--- config.mk ---
export PLATFORM = sky130hd
export DESIGN_NAME = uart_hd_link_ctrl
export DESIGN_NICKNAME = d
export VERILOG_FILES = /design/src/rtl/uart_hd_link_ctrl.sv
export SDC_FILE = /design/constraint.sdc
export NUM_CORES = 1
export LEC_CHECK = 0
export ABC_CLOCK_PERIOD_IN_PS = 4650
export CAP_MARGIN = 25
export CORE_MARGIN = 2
export CORE_UTILIZATION = 35
export CTS_CLUSTER_DIAMETER = 60
export CTS_CLUSTER_SIZE = 12
export DETAILED_ROUTE_END_ITERATION = 6
export GPL_TIMING_DRIVEN = 0
export HOLD_SLACK_MARGIN = 0.03
export PLACE_DENSITY_LB_ADDON = 0.08
export SLEW_MARGIN = 40
export SYNTH_ARGS = -nofsm -noshare
export SYNTH_HDL_FRONTEND = slang
export SYNTH_SLANG_ARGS = --single-unit
--- constraint.sdc ---
create_clock -name clk -period 4.65 [get_ports clk]
set_input_delay 0.6975 -clock clk [delete_from_list [all_inputs] [get_ports clk]]
set_output_delay 0.6975 -clock clk [all_outputs]
set_load 0.03 [all_outputs]
--- src/rtl/uart_hd_link_ctrl.sv ---
// -----------------------------------------------------------------------------
// uart_hd_link_ctrl
//
// Line-direction arbiter for a UART that can run simplex, half-duplex or
// full-duplex. In half-duplex it owns the shared line through an
// IDLE / DIST / LOCAL / GUARD state machine. DIST means the remote end is
// talking. LOCAL means we are talking. GUARD is a quiet turnaround period
// before the line may be claimed again. All outputs are registered.
//
// Request/grant handshake: tx_req_i is a level request from the TX engine.
// tx_grant_o is a registered permission that reflects the request sampled
// on the previous edge. The TX engine may start a frame on any cycle where
// both are high, and must then hold tx_busy_i high until the frame has left
// the shifter.
//
// Ports
//   clk, rst_n      : rising-edge clock; asynchronous active-low reset
//   mode_i          : 00 simplex, 01 half-duplex, 1x full-duplex
//   master_i        : simplex direction (1 = TX-only, 0 = RX-only)
//   flow_control_i  : enables RTS/CTS handling
//   divider_i       : clk cycles per bit minus one
//   guard_bits_i    : turnaround guard length in bit periods
//   tx_req_i        : TX engine has a frame pending
//   tx_busy_i       : TX shifter is mid-frame
//   rx_busy_i       : RX engine is mid-frame
//   rx_fifo_full_i  : RX FIFO cannot accept data
//   cts_n_i         : remote clear-to-send (active-low, asynchronous)
//   tx_grant_o      : TX engine may start a frame
//   rx_en_o         : RX sampling enable
//   line_oe_o       : TX pad driver enable
//   rts_n_o         : local ready-to-receive (active-low)
//   state_o         : FSM state (0 IDLE, 1 DIST, 2 LOCAL, 3 GUARD)
// -----------------------------------------------------------------------------
module uart_hd_link_ctrl #(
   parameter int DIV_W   = 16,
   parameter int GUARD_W = 4
) (
   input  logic               clk,
   input  logic               rst_n,
   input  logic [1:0]         mode_i,
   input  logic               master_i,
   input  logic               flow_control_i,
   input  logic [DIV_W-1:0]   divider_i,
   input  logic [GUARD_W-1:0] guard_bits_i,
   input  logic               tx_req_i,
   input  logic               tx_busy_i,
   input  logic               rx_busy_i,
   input  logic               rx_fifo_full_i,
   input  logic               cts_n_i,
   output logic               tx_grant_o,
   output logic               rx_en_o,
   output logic               line_oe_o,
   output logic               rts_n_o,
   output logic [1:0]         state_o
);

   typedef enum logic [1:0] {
      ST_IDLE  = 2'd0,
      ST_DIST  = 2'd1,
      ST_LOCAL = 2'd2,
      ST_GUARD = 2'd3
   } state_t;

   localparam logic [GUARD_W-1:0] GUARD_ONE = GUARD_W'(1);

   state_t             state_q, state_d;
   logic               cts_s1_q, cts_s2_q;
   logic               cts_ok;
   logic [1:0]         mode_q;
   logic               master_q;
   logic               mode_vld_q;
   logic               mode_chg;
   logic               is_hd, is_sx;
   logic [DIV_W-1:0]   bit_cnt_q, bit_cnt_d;
   logic [DIV_W-1:0]   div_q, div_d;
   logic [GUARD_W-1:0] guard_cnt_q, guard_cnt_d;
   logic [GUARD_W-1:0] guard_len_q, guard_len_d;
   logic               bit_wrap, guard_done, guard_entry;
   logic               grant_d, rx_en_d, oe_d, rts_d;

   assign is_hd  = (mode_i == 2'b01);
   assign is_sx  = (mode_i == 2'b00);
   assign cts_ok = !flow_control_i || !cts_s2_q;

   // mode_vld_q masks the first edge after reset, so the block starts
   // directly in the selected mode instead of taking a spurious guard period.
   assign mode_chg = mode_vld_q && ((mode_i != mode_q) || (master_i != master_q));

   // Guard timing uses the divider and guard length captured on entry.
   assign bit_wrap   = (bit_cnt_q == div_q);
   assign guard_done = (guard_len_q == '0) ||
                       (bit_wrap && (guard_cnt_q == guard_len_q - GUARD_ONE));

   // Next-state logic
   always_comb begin
      state_d = state_q;
      if (mode_chg) begin
         state_d = ST_GUARD;
      end else begin
         case (state_q)
            ST_IDLE: begin
               if (is_hd) begin
                  if (rx_busy_i)                state_d = ST_DIST;
                  else if (tx_req_i && cts_ok)  state_d = ST_LOCAL;
               end
            end
            ST_DIST: begin
               if (!is_hd)          state_d = ST_IDLE;
               else if (!rx_busy_i) state_d = ST_GUARD;
            end
            ST_LOCAL: begin
               if (!is_hd)                                      state_d = ST_IDLE;
               else if (!tx_busy_i && (!tx_req_i || !cts_ok))  state_d = ST_GUARD;
            end
            ST_GUARD: begin
               if (guard_done) state_d = ST_IDLE;
            end
            default: state_d = ST_IDLE;
         endcase
      end
   end

   // A mode change while already guarding restarts the dwell.
   assign guard_entry = (state_d == ST_GUARD) && ((state_q != ST_GUARD) || mode_chg);

   // Guard counters: cleared on entry, counting only while guarding.
   always_comb begin
      bit_cnt_d   = '0;
      guard_cnt_d = '0;
      div_d       = div_q;
      guard_len_d = guard_len_q;
      if (guard_entry) begin
         div_d       = divider_i;
         guard_len_d = guard_bits_i;
      end else if ((state_q == ST_GUARD) && (state_d == ST_GUARD)) begin
         if (bit_wrap) begin
            guard_cnt_d = guard_cnt_q + GUARD_ONE;
         end else begin
            bit_cnt_d   = bit_cnt_q + DIV_W'(1);
            guard_cnt_d = guard_cnt_q;
         end
      end
   end

   // Outputs are decoded from the state being entered, so the registered
   // outputs always agree with state_o.
   always_comb begin
      grant_d = 1'b0;
      rx_en_d = 1'b0;
      oe_d    = 1'b0;
      if (state_d != ST_GUARD) begin
         if (mode_i[1]) begin
            rx_en_d = 1'b1;
            oe_d    = 1'b1;
            grant_d = tx_req_i && cts_ok;
         end else if (is_sx) begin
            if (master_i) begin
               oe_d    = 1'b1;
               grant_d = tx_req_i && cts_ok;
            end else begin
               rx_en_d = 1'b1;
            end
         end else if (state_d == ST_LOCAL) begin
            oe_d    = 1'b1;
            grant_d = tx_req_i && cts_ok && !tx_busy_i;
         end else begin
            rx_en_d = 1'b1;
         end
      end
      rts_d = flow_control_i &&
              (rx_fifo_full_i ||
               (is_hd && ((state_d == ST_LOCAL) || (state_d == ST_GUARD))) ||
               (is_sx && master_i));
   end

   always_ff @(posedge clk or negedge rst_n) begin
      if (!rst_n) begin
         state_q     <= ST_IDLE;
         cts_s1_q    <= 1'b1;
         cts_s2_q    <= 1'b1;
         mode_q      <= 2'b00;
         master_q    <= 1'b0;
         mode_vld_q  <= 1'b0;
         bit_cnt_q   <= '0;
         guard_cnt_q <= '0;
         div_q       <= '0;
         guard_len_q <= '0;
         tx_grant_o  <= 1'b0;
         rx_en_o     <= 1'b0;
         line_oe_o   <= 1'b0;
         rts_n_o     <= 1'b1;
      end else begin
         state_q     <= state_d;
         cts_s1_q    <= cts_n_i;
         cts_s2_q    <= cts_s1_q;
         mode_q      <= mode_i;
         master_q    <= master_i;
         mode_vld_q  <= 1'b1;
         bit_cnt_q   <= bit_cnt_d;
         guard_cnt_q <= guard_cnt_d;
         div_q       <= div_d;
         guard_len_q <= guard_len_d;
         tx_grant_o  <= grant_d;
         rx_en_o     <= rx_en_d;
         line_oe_o   <= oe_d;
         rts_n_o     <= rts_d;
      end
   end

   assign state_o = state_q;

endmodule

==> results.sh <==
export IMPL_outcome="complete, no violations"
export IMPL_max_freq_ghz=0.392
export IMPL_final_layout_size_suffix_gt1_share_pct=15.8
export IMPL_slew_headroom_pct=63.5
export IMPL_ys_top_cells_by_area="dfrtp_1 (49%), xnor2_1 (9.7%), mux2_2 (8.9%), xor2_1 (3.8%), nor2_1 (3.6%)"
export IMPL_dieArea_um2=7900
export IMPL_avgRoutedWirePerCell_um=13.6
export IMPL_cts_sinks=52
export IMPL_hold_ws_ns=0.226
export IMPL_power_switching_mw=0.374
export IMPL_power_frac_seq_pct=47.3
export IMPL_cts_tree="built"
export IMPL_syn_to_final_growth_pct=23.3
export IMPL_io_pins=37
export IMPL_grt_usage_pct=14.1
export IMPL_post_route_period_util_pct=54.9
export IMPL_viasPerCell=4.70
export IMPL_multi_input_area_um2=1170
export IMPL_detail_route_first_pass_iterations=4
export IMPL_crit_path_top_delay_cell="clkdlybuf4s50_1"
export IMPL_async_reset_ff_share_pct=100
export IMPL_cp_start_kind="input port"
export IMPL_worst_path_buf_inv=2
export IMPL_rr_worst_depth=7
export IMPL_drc=0
export IMPL_utilization_pct=45.3
export IMPL_htreeDepth=2
export IMPL_synth_compound_area_share_pct=6.89
export IMPL_synthFlopType="dfrtp_1"
export IMPL_gp_congestion=0.748
export IMPL_hp_class="input port to async pin"
export IMPL_ctsHoldBuffers=0
export IMPL_rrSetupSlack_ns=2.58
export IMPL_num_nets_final=300
export IMPL_fin_setup_tns_ns=0
export IMPL_report_final_slew_viol_count=0
export IMPL_cp_data_arrival_time_ns=2.74
export IMPL_max_stage_delay_ns=0.45
export IMPL_die_x_um=88.9
export IMPL_crit_path_end_kind="flip-flop"
export IMPL_combPwrFrac_pct=30.3
export IMPL_synth_cell_type_count=42
export IMPL_drt_iter0_markers=86
export IMPL_core_area_um2=6870
export IMPL_ys_seq_area_share_pct=51.7
export IMPL_grt_max_degree=42
export IMPL_synthMuxAreaShare_pct=9.33
export IMPL_clockBufferDepth=2
export IMPL_dp_cells=354
export IMPL_crit_start="flow_control_i"
export IMPL_tightest_slew_ns=0.544
export IMPL_yosys_warnings=0
export IMPL_root_buffer="clkbuf_8"
export IMPL_synth_top_family_by_area="simple AND/OR/NAND/NOR gates"
export IMPL_intPower_mw=0.811
export IMPL_synth_top_area_cell="dfrtp_1"
export IMPL_gr_total_overflow=0
export IMPL_ys_seq_elements=52
export IMPL_peakVddDrop_mv=0.132
export IMPL_final_antenna_net_count=0
export IMPL_cap_viol_max_count=0
export IMPL_netlist_area_um2=2520
export IMPL_dr_total_vias=1700
export IMPL_fp_dieH_um=88.9
export IMPL_synth_edf_count=0
export IMPL_diodes=0
export IMPL_cp_max_fo=10
export IMPL_skew_ns=0.00403
export IMPL_syn_num_nets=256
export IMPL_cts_made_buffers=5
export IMPL_n_fill_cell=675
export IMPL_yosysTopAreaCellShare_pct=48.6
export IMPL_power_density_nw_per_um2=381
export IMPL_grt_pass1_vias=1730
export IMPL_final_cells=362
export IMPL_r2r_start="bit_cnt_q[5]"
export IMPL_routed_wl_mm=4.92
export IMPL_path_cells="clkdlybuf4s50_1, a21boi_0, nor3_1, a22oi_1, o21a_1, buf_2, mux2_2"
export IMPL_rsz0062_at_grt="false"
export IMPL_worst_ep_required_time_ns=4.84
export IMPL_synth_avg_cell_area_um2=11.4
export IMPL_antenna_found_initial=0
export IMPL_critPathKind="input port to flip-flop"
export IMPL_rows=30
export IMPL_synth_fa_ha_area_share_pct=1.98
export IMPL_grt_pass1_wl_mm=8.33
export IMPL_timing_final_crit_period_ns=2.55
export IMPL_start_util_pct=36.7
export IMPL_clock_power_share_pct=22.4
export IMPL_critPathTopFamily="compound AO/OA/AOI/OAI gates"
export IMPL_synth_xor_area_share_pct=13.5
export IMPL_leakagePower_nw=1.25
export IMPL_port_buffers=36
export IMPL_post_cts_resized=0
export IMPL_clkLatencyLatePin_ns=0.30
export IMPL_hold_violations=0
export IMPL_cts_clk_slew_worst_paths_ns=0.09
export IMPL_setup_violations=0
export IMPL_yosys_area_share_simple_pct=14.5
export IMPL_final_seq_area_um2=1310
export IMPL_dp_hpwl_mm=3.58
export IMPL_cts_setup_buffers=0
export IMPL_syn_instance_count=221
export IMPL_p_sw_share_pct=31.6
export IMPL_reg2reg_to="bit_cnt_q[9]"
## cells by family after synthesis
family / after synthesis
simple gates: 70
fa+ha+maj: 4
mux: 21
buf+inv: 10
compound gates: 24
other cells: 1
xor+xnor: 39
flops: 52
## layout make-up
type | count | area share (%)
Tap cell | 96 | 3.86
Timing Repair Buffer | 37 | 12.1
Buffer | 5 | 0.925
Inverter | 5 | 0.603
Clock buffer | 8 | 2.90
Sequential cell | 52 | 42.0
Multi-Input combinational cell | 159 | 37.6
## worst register-to-register path, cell delays in order, from the launching register on
cell and delay, ns:
dfrtp_1 0.47, xnor2_1 0.16, nand4_1 0.17, nor4_4 0.59, nand2b_1 0.17, buf_4 0.15, buf_4 0.18, nor2_1 0.07
## how the worst max path moves through the flow
stage	endpoint	slack, ns	depth (start not counted)
2_1_floorplan	div_q[0]	2.57	6
3_3_place_gp	div_q[1]	1.21	1
3_5_place_dp	div_q[9]	1.76	7
4_1_cts	div_q[10]	2.08	7
5_1_grt	div_q[8]	1.95	7
6_report	div_q[10]	2.10	7
## registers in the layout (all words and copies together) (netlist names), 2 cells and up
register and count:
guard_cnt_q 4, mode_q 2, guard_len_q 4, state_o 2
div_q 16, bit_cnt_q 16
## layout by cell type, fill, tap and decap left out, types with 2 or more instances in the layout
cell type / n
dfrtp_1: 49
clkdlybuf4s50_1: 35
xnor2_1: 28
nor2_1: 24
mux2_2: 20
nand2_1: 14
xor2_1: 11
o21ai_0: 6
clkbuf_8: 6
inv_1: 5
a21oi_1: 5
nand4_1: 5
and3_1: 5
nand3_1: 4
ha_1: 4
clkbuf_1: 3
nand2b_1: 3
buf_4: 3
or3_1: 3
dfstp_2: 3
a21boi_0: 2
nor3_1: 2
and2_1: 2
o211ai_1: 2
buf_2: 2
## power groups by stage
| stage | clock, mW | sequential, mW | combinational, mW |
|---|---|---|---|
| floorplan | 0 | 0.594 | 0.209 |
| global placement | 0 | 0.570 | 0.358 |
| detailed placement | 0 | 0.571 | 0.362 |
| CTS | 0.277 | 0.562 | 0.364 |
| global route | 0.301 | 0.569 | 0.397 |
| finish | 0.265 | 0.561 | 0.359 |
## metrics by stage
step	worst slack [ns]	instance area (um2)	total power, mW
6_report	2.10	3110	1.18
4_1_cts	2.08	3110	1.20
3_3_place_gp	1.21	3000	0.928
2_1_floorplan	2.57	2520	0.803
5_1_grt	1.95	3110	1.27
3_5_place_dp	1.76	3020	0.933
## cells in the mapped netlist, types with 2 or more instances
library cell  number
dfrtp_1           49
xnor2_1           28
nor2_1            24
mux2_2            20
nand2_1           14
xor2_1            11
o21ai_0            6
a21oi_1            5
and3_1             5
inv_1              5
nand4_1            5
ha_1               4
nand3_1            4
dfstp_2            3
nand2b_1           3
or3_1              3
a21boi_0           2
and2_1             2
buf_2              2
buf_4              2
nor3_1             2
o211ai_1           2
## per-layer routing
layer	vias up	track usage (%)	wire length (um)	share of wire, %
li1	838	-	-	-
met1	823	19.6	2520	51
met2	35	21.2	2110	43
met3	4	3.14	214	4.4
met4	0	6.20	74	1.5
met5	-	0	0	0
(Power assumes the default switching activity.)
